===== config.mk =====
export PLATFORM = sky130hd
export DESIGN_NAME = hazard_ctrl
export DESIGN_NICKNAME = d
export VERILOG_FILES = /design/src/rtl/hazard_ctrl_pkg.sv /design/src/rtl/hazard_match.sv /design/src/rtl/hazard_ctrl.sv
export SDC_FILE = /design/constraint.sdc
export NUM_CORES = 1
export LEC_CHECK = 0
export CORE_MARGIN = 2
export CORE_UTILIZATION = 46
export CTS_CLUSTER_DIAMETER = 150
export DETAILED_ROUTE_END_ITERATION = 10
export GPL_ROUTABILITY_DRIVEN = 0
export MAX_ROUTING_LAYER = met4
export PLACE_DENSITY_LB_ADDON = 0.1
export SETUP_SLACK_MARGIN = 0.05
export SYNTH_ARGS = -nofsm -noshare
export SYNTH_HDL_FRONTEND = slang
export SYNTH_HIERARCHICAL = 1
export SYNTH_SLANG_ARGS = --single-unit

===== constraint.sdc =====
create_clock -name clk -period 5.64 [get_ports clk]
set_input_delay 1.41 -clock clk [delete_from_list [all_inputs] [get_ports clk]]
set_output_delay 1.41 -clock clk [all_outputs]
set_load 0.02 [all_outputs]

===== src/rtl/hazard_ctrl_pkg.sv =====
// Shared types for the pipeline hazard controller: tracking entry and forwarding-select encoding.
package hazard_ctrl_pkg;

    // Entries carry a fixed-width destination so the struct is parameter-free; RA_W must not exceed this.
    localparam int RA_W_MAX = 8;

    localparam int SEL_RF = 0;

    typedef struct packed {
        logic                valid;
        logic                wr;
        logic [RA_W_MAX-1:0] rd;
        logic                load;
    } entry_t;

endpackage


===== src/rtl/hazard_match.sv =====
// Compares one source register against every tracked stage; reports the youngest matching stage.
module hazard_match
    import hazard_ctrl_pkg::*;
#(
    parameter int DEPTH = 3,
    parameter int RA_W  = 5
) (
    input  entry_t                       entries [DEPTH],
    input  logic [RA_W-1:0]              src,
    input  logic                         used,
    output logic                         hit,
    output logic [$clog2(DEPTH+1)-1:0]   idx,
    output logic                         is_load
);

    localparam int SEL_W = $clog2(DEPTH+1);

    // Scan oldest to youngest so the youngest match is the one left standing.
    always_comb begin
        hit     = 1'b0;
        idx     = SEL_W'(SEL_RF);
        is_load = 1'b0;
        for (int k = DEPTH - 1; k >= 0; k--) begin
            if (used && (src != '0) && entries[k].valid && entries[k].wr &&
                (entries[k].rd == RA_W_MAX'(src))) begin
                hit     = 1'b1;
                idx     = SEL_W'(k + 1);
                is_load = entries[k].load;
            end
        end
    end

endmodule


===== src/rtl/hazard_ctrl.sv =====
// Pipeline hazard controller: tracks DEPTH post-decode stages and produces stall, flush and forwarding selects.
module hazard_ctrl
    import hazard_ctrl_pkg::*;
#(
    parameter int DEPTH  = 3,
    parameter int RA_W   = 5,
    parameter int FWD_EN = 1,
    parameter int CNT_W  = 16
) (
    input  logic                       clk,
    input  logic                       rst,
    input  logic                       dec_valid,
    input  logic [RA_W-1:0]            dec_rs,
    input  logic [RA_W-1:0]            dec_rt,
    input  logic                       dec_rs_used,
    input  logic                       dec_rt_used,
    input  logic                       dec_wr,
    input  logic [RA_W-1:0]            dec_rd,
    input  logic                       dec_load,
    input  logic                       ex_branch_taken,
    input  logic                       dec_jump,
    output logic                       stall,
    output logic                       flush_if,
    output logic                       bubble_ex,
    output logic [$clog2(DEPTH+1)-1:0] fwd_rs_sel,
    output logic [$clog2(DEPTH+1)-1:0] fwd_rt_sel,
    output logic [CNT_W-1:0]           stall_cnt,
    output logic [CNT_W-1:0]           flush_cnt
);

    localparam int SEL_W = $clog2(DEPTH+1);

    entry_t           pipe [DEPTH];
    entry_t           dec_entry;
    logic             rs_hit, rt_hit, rs_load, rt_load;
    logic [SEL_W-1:0] rs_idx, rt_idx;
    logic             hazard;
    logic             accept;

    hazard_match #(.DEPTH(DEPTH), .RA_W(RA_W)) u_match_rs (
        .entries (pipe),
        .src     (dec_rs),
        .used    (dec_rs_used),
        .hit     (rs_hit),
        .idx     (rs_idx),
        .is_load (rs_load)
    );

    hazard_match #(.DEPTH(DEPTH), .RA_W(RA_W)) u_match_rt (
        .entries (pipe),
        .src     (dec_rt),
        .used    (dec_rt_used),
        .hit     (rt_hit),
        .idx     (rt_idx),
        .is_load (rt_load)
    );

    // With forwarding only a load still in stage 1 cannot be bypassed; without it any match waits for retire.
    always_comb begin
        if (FWD_EN != 0) begin
            hazard = (rs_hit && rs_load && (rs_idx == SEL_W'(1))) ||
                     (rt_hit && rt_load && (rt_idx == SEL_W'(1)));
        end else begin
            hazard = rs_hit || rt_hit;
        end
    end

    assign stall      = hazard && dec_valid && !ex_branch_taken;
    assign bubble_ex  = stall || ex_branch_taken;
    assign flush_if   = ex_branch_taken || (dec_jump && dec_valid && !stall);
    assign fwd_rs_sel = (FWD_EN != 0) ? rs_idx : SEL_W'(SEL_RF);
    assign fwd_rt_sel = (FWD_EN != 0) ? rt_idx : SEL_W'(SEL_RF);
    assign accept     = dec_valid && !stall && !ex_branch_taken;

    always_comb begin
        dec_entry       = '0;
        dec_entry.valid = 1'b1;
        dec_entry.wr    = dec_wr;
        dec_entry.rd    = RA_W_MAX'(dec_rd);
        dec_entry.load  = dec_load;
    end

    always_ff @(posedge clk or posedge rst) begin
        if (rst) begin
            for (int k = 0; k < DEPTH; k++) begin
                pipe[k] <= '0;
            end
            stall_cnt <= '0;
            flush_cnt <= '0;
        end else begin
            pipe[0] <= accept ? dec_entry : '0;
            for (int k = 1; k < DEPTH; k++) begin
                pipe[k] <= pipe[k-1];
            end
            if (stall && (stall_cnt != '1)) begin
                stall_cnt <= stall_cnt + CNT_W'(1);
            end
            if (flush_if && (flush_cnt != '1)) begin
                flush_cnt <= flush_cnt + CNT_W'(1);
            end
        end
    end

endmodule


# [Yosys cells after proc, flatten, opt, wreduce, memory -nomap -nowiden]
# Cells that the tools add are included.
[op_classes] n_eq_ne=10 muxes=19 reduce_logical=39 addsub=2
[ops] cell="$eq 8x5->1" count=6
[ops] cell="$add 16x1->16 const B" count=2
[ops] cell="$logic_and 1x1->1" count=32
[ops] cell="$ne 16x16->1 const B" count=2
[ops] cell="$mux 1" count=12
[ops] cell="$mux 2" count=6
[ops] cell="$mux 11" count=1
[ops] cell="$reduce_bool 5->1" count=2
[ops] cell="$eq 2x1->1 const B" count=2
[ops] cell="$logic_or 1x1->1" count=3
[ops] cell="$logic_not 1->1" count=2
[totals] register_bits=65

# [Depth between registers and ports, before layout]
[logic_depth] depth_word=17 ltp_mapped=10 mapped_depth_nobuf=10

# [Cells and area by module]
# Netlist, hierarchy kept.
[by_module_without_submodules] module="hazard_ctrl" seq_area_each_um2=1401.3 area_each_um2=2362.3 cells_each=187 instances=1
[by_module_without_submodules] module="hazard_match" seq_area_each_um2=0.0 area_each_um2=297.8 cells_each=39 instances=2

# [Worst setup path before layout]
# Ideal clock, no wire load.
[synth_timing] path_kind="input port to output port" startpoint="input port dec_rt[1]" endpoint="output port stall" arrival_ns=3.350 setup_slack_ns=0.880 stages=8 n_path_buf=1 cell_sequence="or4_4 o21ai_4 nor3_1 o21ba_1 nor2_1 nand4b_1 a21oi_2 buf_2"
[synth_between] elab_chain_cells=13
[synth_lines] item="start, declared" line_no="hazard_ctrl.sv:14" rtl="input logic [RA_W-1:0] dec_rt,"
[synth_lines] item="$reduce_bool 5->1" line_no="hazard_match.sv:24" rtl="if (used && (src != '0) && entries[k].valid && entries[k].wr &&"
[synth_lines] item="$logic_and 1x1->1 (4 in a row)" line_no="hazard_match.sv:24"
[synth_lines] item="$mux 2 (2 in a row)" line_no="hazard_match.sv:24"
[synth_lines] item="$mux 2 *" line_no="hazard_match.sv:24"
[synth_lines] item="net fwd_rt_sel[1]" line_no="hazard_ctrl.sv:26" rtl="output logic [$clog2(DEPTH+1)-1:0] fwd_rt_sel,"
[synth_lines] item="$eq 2x1->1 *" line_no="hazard_ctrl.sv:62" rtl="(rt_hit && rt_load && (rt_idx == SEL_W'(1)));"
[synth_lines] item="$logic_and 1x1->1 *" line_no="hazard_ctrl.sv:62"
[synth_lines] item="$logic_or 1x1->1 *" line_no="hazard_ctrl.sv:61" rtl="hazard = (rs_hit && rs_load && (rs_idx == SEL_W'(1))) ||"
[synth_lines] item="$logic_and 1x1->1 * (2 in a row)" line_no="hazard_ctrl.sv:68" rtl="assign stall = hazard && dec_valid && !ex_branch_taken;"
[synth_lines] item="end, declared" line_no="hazard_ctrl.sv:22" rtl="output logic stall,"
# Mark *: on every way through the listed nets, which the timed path passes. The rest lies on a longest branch.

# [Worst setup path after layout]
[layout_timing] startpoint="input port dec_rs[3]" endpoint="output port stall"
[layout_between] elab_chain_cells=13
[layout_lines] item="start, declared" line_no="hazard_ctrl.sv:13" rtl="input logic [RA_W-1:0] dec_rs,"
[layout_lines] item="$reduce_bool 5->1" line_no="hazard_match.sv:24"
[layout_lines] item="$logic_and 1x1->1 (4 in a row)" line_no="hazard_match.sv:24"
[layout_lines] item="$mux 1 (2 in a row)" line_no="hazard_match.sv:24"
[layout_lines] item="$mux 1 *" line_no="hazard_match.sv:24"
[layout_lines] item="net rs_load" line_no="hazard_ctrl.sv:35" rtl="logic rs_hit, rt_hit, rs_load, rt_load;"
[layout_lines] item="$logic_and 1x1->1 * (2 in a row)" line_no="hazard_ctrl.sv:61"
[layout_lines] item="$logic_or 1x1->1 *" line_no="hazard_ctrl.sv:61"
[layout_lines] item="$logic_and 1x1->1 * (2 in a row)" line_no="hazard_ctrl.sv:68"
# Marked as above.

==> summary.md <==
| Metric | Value |
|---|---|
| Status | finished clean |
| Crit path buf inv count | 2 |
| WS Path Type | in2out |
| Fin Hold WS | between 0.3 and 0.4 ns |
| Post-synthesis sequential area ratio | roughly 47% |
| Routed Antenna Nets | 0 |
| WL per Instance | around 14 um |
| RSZ-0062 raised after global routing | no |
| CP Data Required Time | between 4 and 5 ns |
| Post-CTS Setup Inserts | 0 |
| Area after DPL | 0.00381 mm2 |
| Slew Viols, Final | 0 |
| Worst endpoint data arrival time | just under 4 ns |
| Top_reg_cell synth | dfrtp_1 |
| Largest net degree at the start of global routing | 57 |
| Tcrit/Tclk final | a little over nine tenths |
| Cell Count, Final, Fillers Out | ~440 |
| Yosys warns | 6 |
| Total congestion overflow | 0 |
| Finish-stage setup viols | 0 |
| DRT Wirelength | approximately 6.3 mm |
| H-tree depth | 2 |
| Worst-Skew Late Latency | between 0.3 and 0.4 ns |
| #FFs+latches synth | 56 |
| Synth unique cells | 50 |
| Initial antenna violation count | 0 |
| Placed Cells | between 400 and 500 |
| CTS tree | done |
| Net Sw Frac | between 30% and 40% |
| Final Hold Viols | 0 |
| Endpoint type of the worst setup path | output pin |
| Min cycle time layout | about 5.3 ns |
| DRT iter0 DRCs | a little over 80 |
| DR pass1 iterations | 5 |
| Max Cap Viol | 0 |
| First-pass GRT wire length | approximately 11 mm |
| Residual DRC count | 0 |
| Slowest stage delay, CP | about 0.52 ns |
| Slew margin rel. | a little over half |
| Critical path's slowest cell | clkdlybuf4s50_1 |
| Sequential share of power | between 50% and 60% |
| RR Startpoint | pipe[13] |
| Die area | just over 0.007 mm2 |
| DP HPWL | 4.64 mm |
| Critical path cell sequence | clkdlybuf4s50_1 -> xor2_1 -> nor4_2 -> nand4_1 -> o31ai_2 -> o22a_1 -> nand4b_1 -> a21oi_2 -> dlymetal6s2s_1 |
| Die width | around 84 um |
| Nets | between 300 and 400 |
| Clock skew | a little under 0.006 ns |
| CTS Buf Count | 5 |
| Setup crit start kind | input pin |
| Die height | 84.2 um |
| IO buf count | slightly above 60 |
| # rows | 29 |
| Hold path startpoint | pipe[31] |
| RR Endpoint | stall_cnt[1] |
| R2R Setup Slk | 2.75 ns |
| Leak Pwr | 0.00167 uW |
| Cts hold-fix bufs | 0 |
| Net Switching | approximately 340 uW |
| DR vias/cell | 5.28 |
| Vias in the first global route | between 2k and 2.5k |
| Max IR drop VDD | a little over 0.3 mV |
| Area of the core | around 0.0063 mm2 |
| Critical path's top delay family | buffers and inverters |
| Hold Path Sink | pipe[20] |
| CTS root buf | clkbuf_8 |
| Worst-path clk slew | 0.10 ns |
| Synthesized area | between 0.002 and 0.003 mm2 |
| # diodes | 0 |
| Synth Instances | between 200 and 300 |
| IO Pins | between 60 and 70 |
| Tightest Pin Transition | 0.711 ns |
| CTS Sinks | 56 |
| Worst reg2reg path depth | 10 |
| Initial core utilization | a little under half |
| WHS Path Cells | 0 |
| Via count | around 2.3k |
| Area Growth Syn to Fin | 33.1% |
| Internal power | just under 700 uW |
| Peak Freq | about 0.19 GHz |
| Async set or reset register ratio after synthesis | 100% |
| Post-Layout Inst Area | between 0.003 and 0.004 mm2 |
| CTS Buffer Depth | 2 |
| Share of cells above drive strength 1 | a little over an eighth |
| EDFF count, synth | 0 |
| Power density over cell area | roughly 260 mW/mm2 |
| Worst-path fanout max | 4 |
| Hold Crit Class | reg2reg |
| Avg Synthesized Cell Area | around 11 um2 |
| Gr usage total | between 10% and 20% |
| Clock Power Share | around 22% |
| Combinational share of power | between 20% and 30% |
## synth_stat cells (all sizes together) (2+ instances only)
master | count | area [um2]
nand4 | 12 | 96.3
nand2b | 2 | 12.5
dfrtp | 56 | 1400
nand4b | 6 | 52.6
ha | 2 | 25.0
nor4 | 9 | 71.3
or4 | 2 | 22.5
o211ai | 5 | 37.5
nand3 | 12 | 65.1
o31ai | 2 | 15.0
and2 | 9 | 57.6
nand2 | 16 | 60.1
mux2 | 6 | 71.3
o21ai | 5 | 47.5
a41oi | 2 | 17.5
nor3 | 10 | 50.1
nor2 | 8 | 32.5
nor3b | 5 | 37.5
xnor2 | 37 | 324
o2111ai | 5 | 43.8
or3 | 3 | 28.8
o22a | 2 | 17.5
nor4b | 2 | 17.5
xor2 | 18 | 158
buf | 3 | 21.3
and3 | 7 | 45.1
inv | 6 | 22.5
o21ba | 2 | 20.0
## metrics by stage
step                util (%)  worst slack, ns  setup TNS (ns)  power, uW
finish                  62.7            0.344               0       1010
global route            62.7            0.188               0       1070
CTS                     62.4          0.00345               0       1030
detailed placement      60.7          -0.0261         -0.0501        796
global placement        60.7          -0.0193         -0.0282        794
floorplan                  -            0.880               0        660
## state kept, by name, indices dropped and copies added, names as in the netlist
name	flops
flush_cnt	16
pipe	24
stall_cnt	16
## logic make-up (layout without fill, tap and decap cells)
logic type / count (synthesis) / after routing / share of synthesized area, %
and+or+nand+nor: 107 / 107 / 23.1
DFF: 56 / 56 / 47.4
xor gates and xnor gates: 55 / 55 / 16.3
AOI/OAI and AO/OA: 28 / 28 / 8.29
buffers and inverters: 10 / 89 / 1.61
muxes: 6 / 6 / 2.41
adders and majority gates: 2 / 2 / 0.846
other: 1 / 18 / 0.127
## worst register-to-register path: cells and delay by family, from the launching register on
kind                   cells  cell delay (ns)
AO/OA/AOI/OAI              4             0.86
XOR/XNOR                   1             0.17
buffers and inverters      1             0.26
flip-flops                 1             0.44
multiplexers               1             0.29
AND/OR/NAND/NOR            3             0.75
## cell usage in the layout, fill, tap and decap left out, types with 3 or more instances in the layout
cell type	instances
clkdlybuf4s50_1	59
dfrtp_1	56
xnor2_1	37
xor2_1	18
conb_1	18
nand2_1	16
buf_4	13
nand3_1	11
nor3_1	10
nand4_1	10
and2_1	8
nor2_1	7
nand4b_1	6
nor4_1	6
and3_1	6
inv_1	5
mux2_2	5
o211ai_1	5
o2111ai_1	5
nor3b_1	5
clkbuf_8	5
o21ai_0	3
dlymetal6s2s_1	3
## routing by layer
layer | vias to the layer above | routed length (um) | track usage (%)
li1 | 1133 | - | -
met1 | 1120 | 2900 | 24.2
met2 | 48 | 3090 | 30.3
met3 | 10 | 229 | 3.44
met4 | 0 | 119 | 6.74
met5 | - | 0 | -
## how the worst max path moves through the flow
stage	cells after the start	end	slack (ns)	start
after floorplan	8	stall	0.88	dec_rt[1]
after global placement	9	stall	-0.02	dec_rt[3]
after detailed placement	11	flush_if	-0.03	dec_rs[4]
after CTS	9	stall	0.003	dec_rt[1]
after global routing	10	flush_if	0.19	dec_rs[3]
final	9	stall	0.34	dec_rs[3]
## power groups by stage
stage                     clock, uW  sequential (uW)  combinational [uW]
after floorplan                   0              557                 103
after detailed placement          0              524                 272
after global routing            249              526                 298
after global placement            0              523                 271
after CTS                       233              517                 275
final                           223              516                 273
## layout make-up
class	instances	area (um2)
repair buffers	75	726
flip-flops and latches	56	1400
clock inverters	3	23.8
multi-input cells	216	1600
fillers	531	2340
inverters	6	22.5
clock buffers	5	68.8
well taps	77	96.3
## repair_timing
item,in CTS,in global routing
pin swaps,0,2
gates resized for setup,2,5
hold endpoints to repair,0,0
setup endpoints to repair,2,3
(Power assumes the default switching activity.)
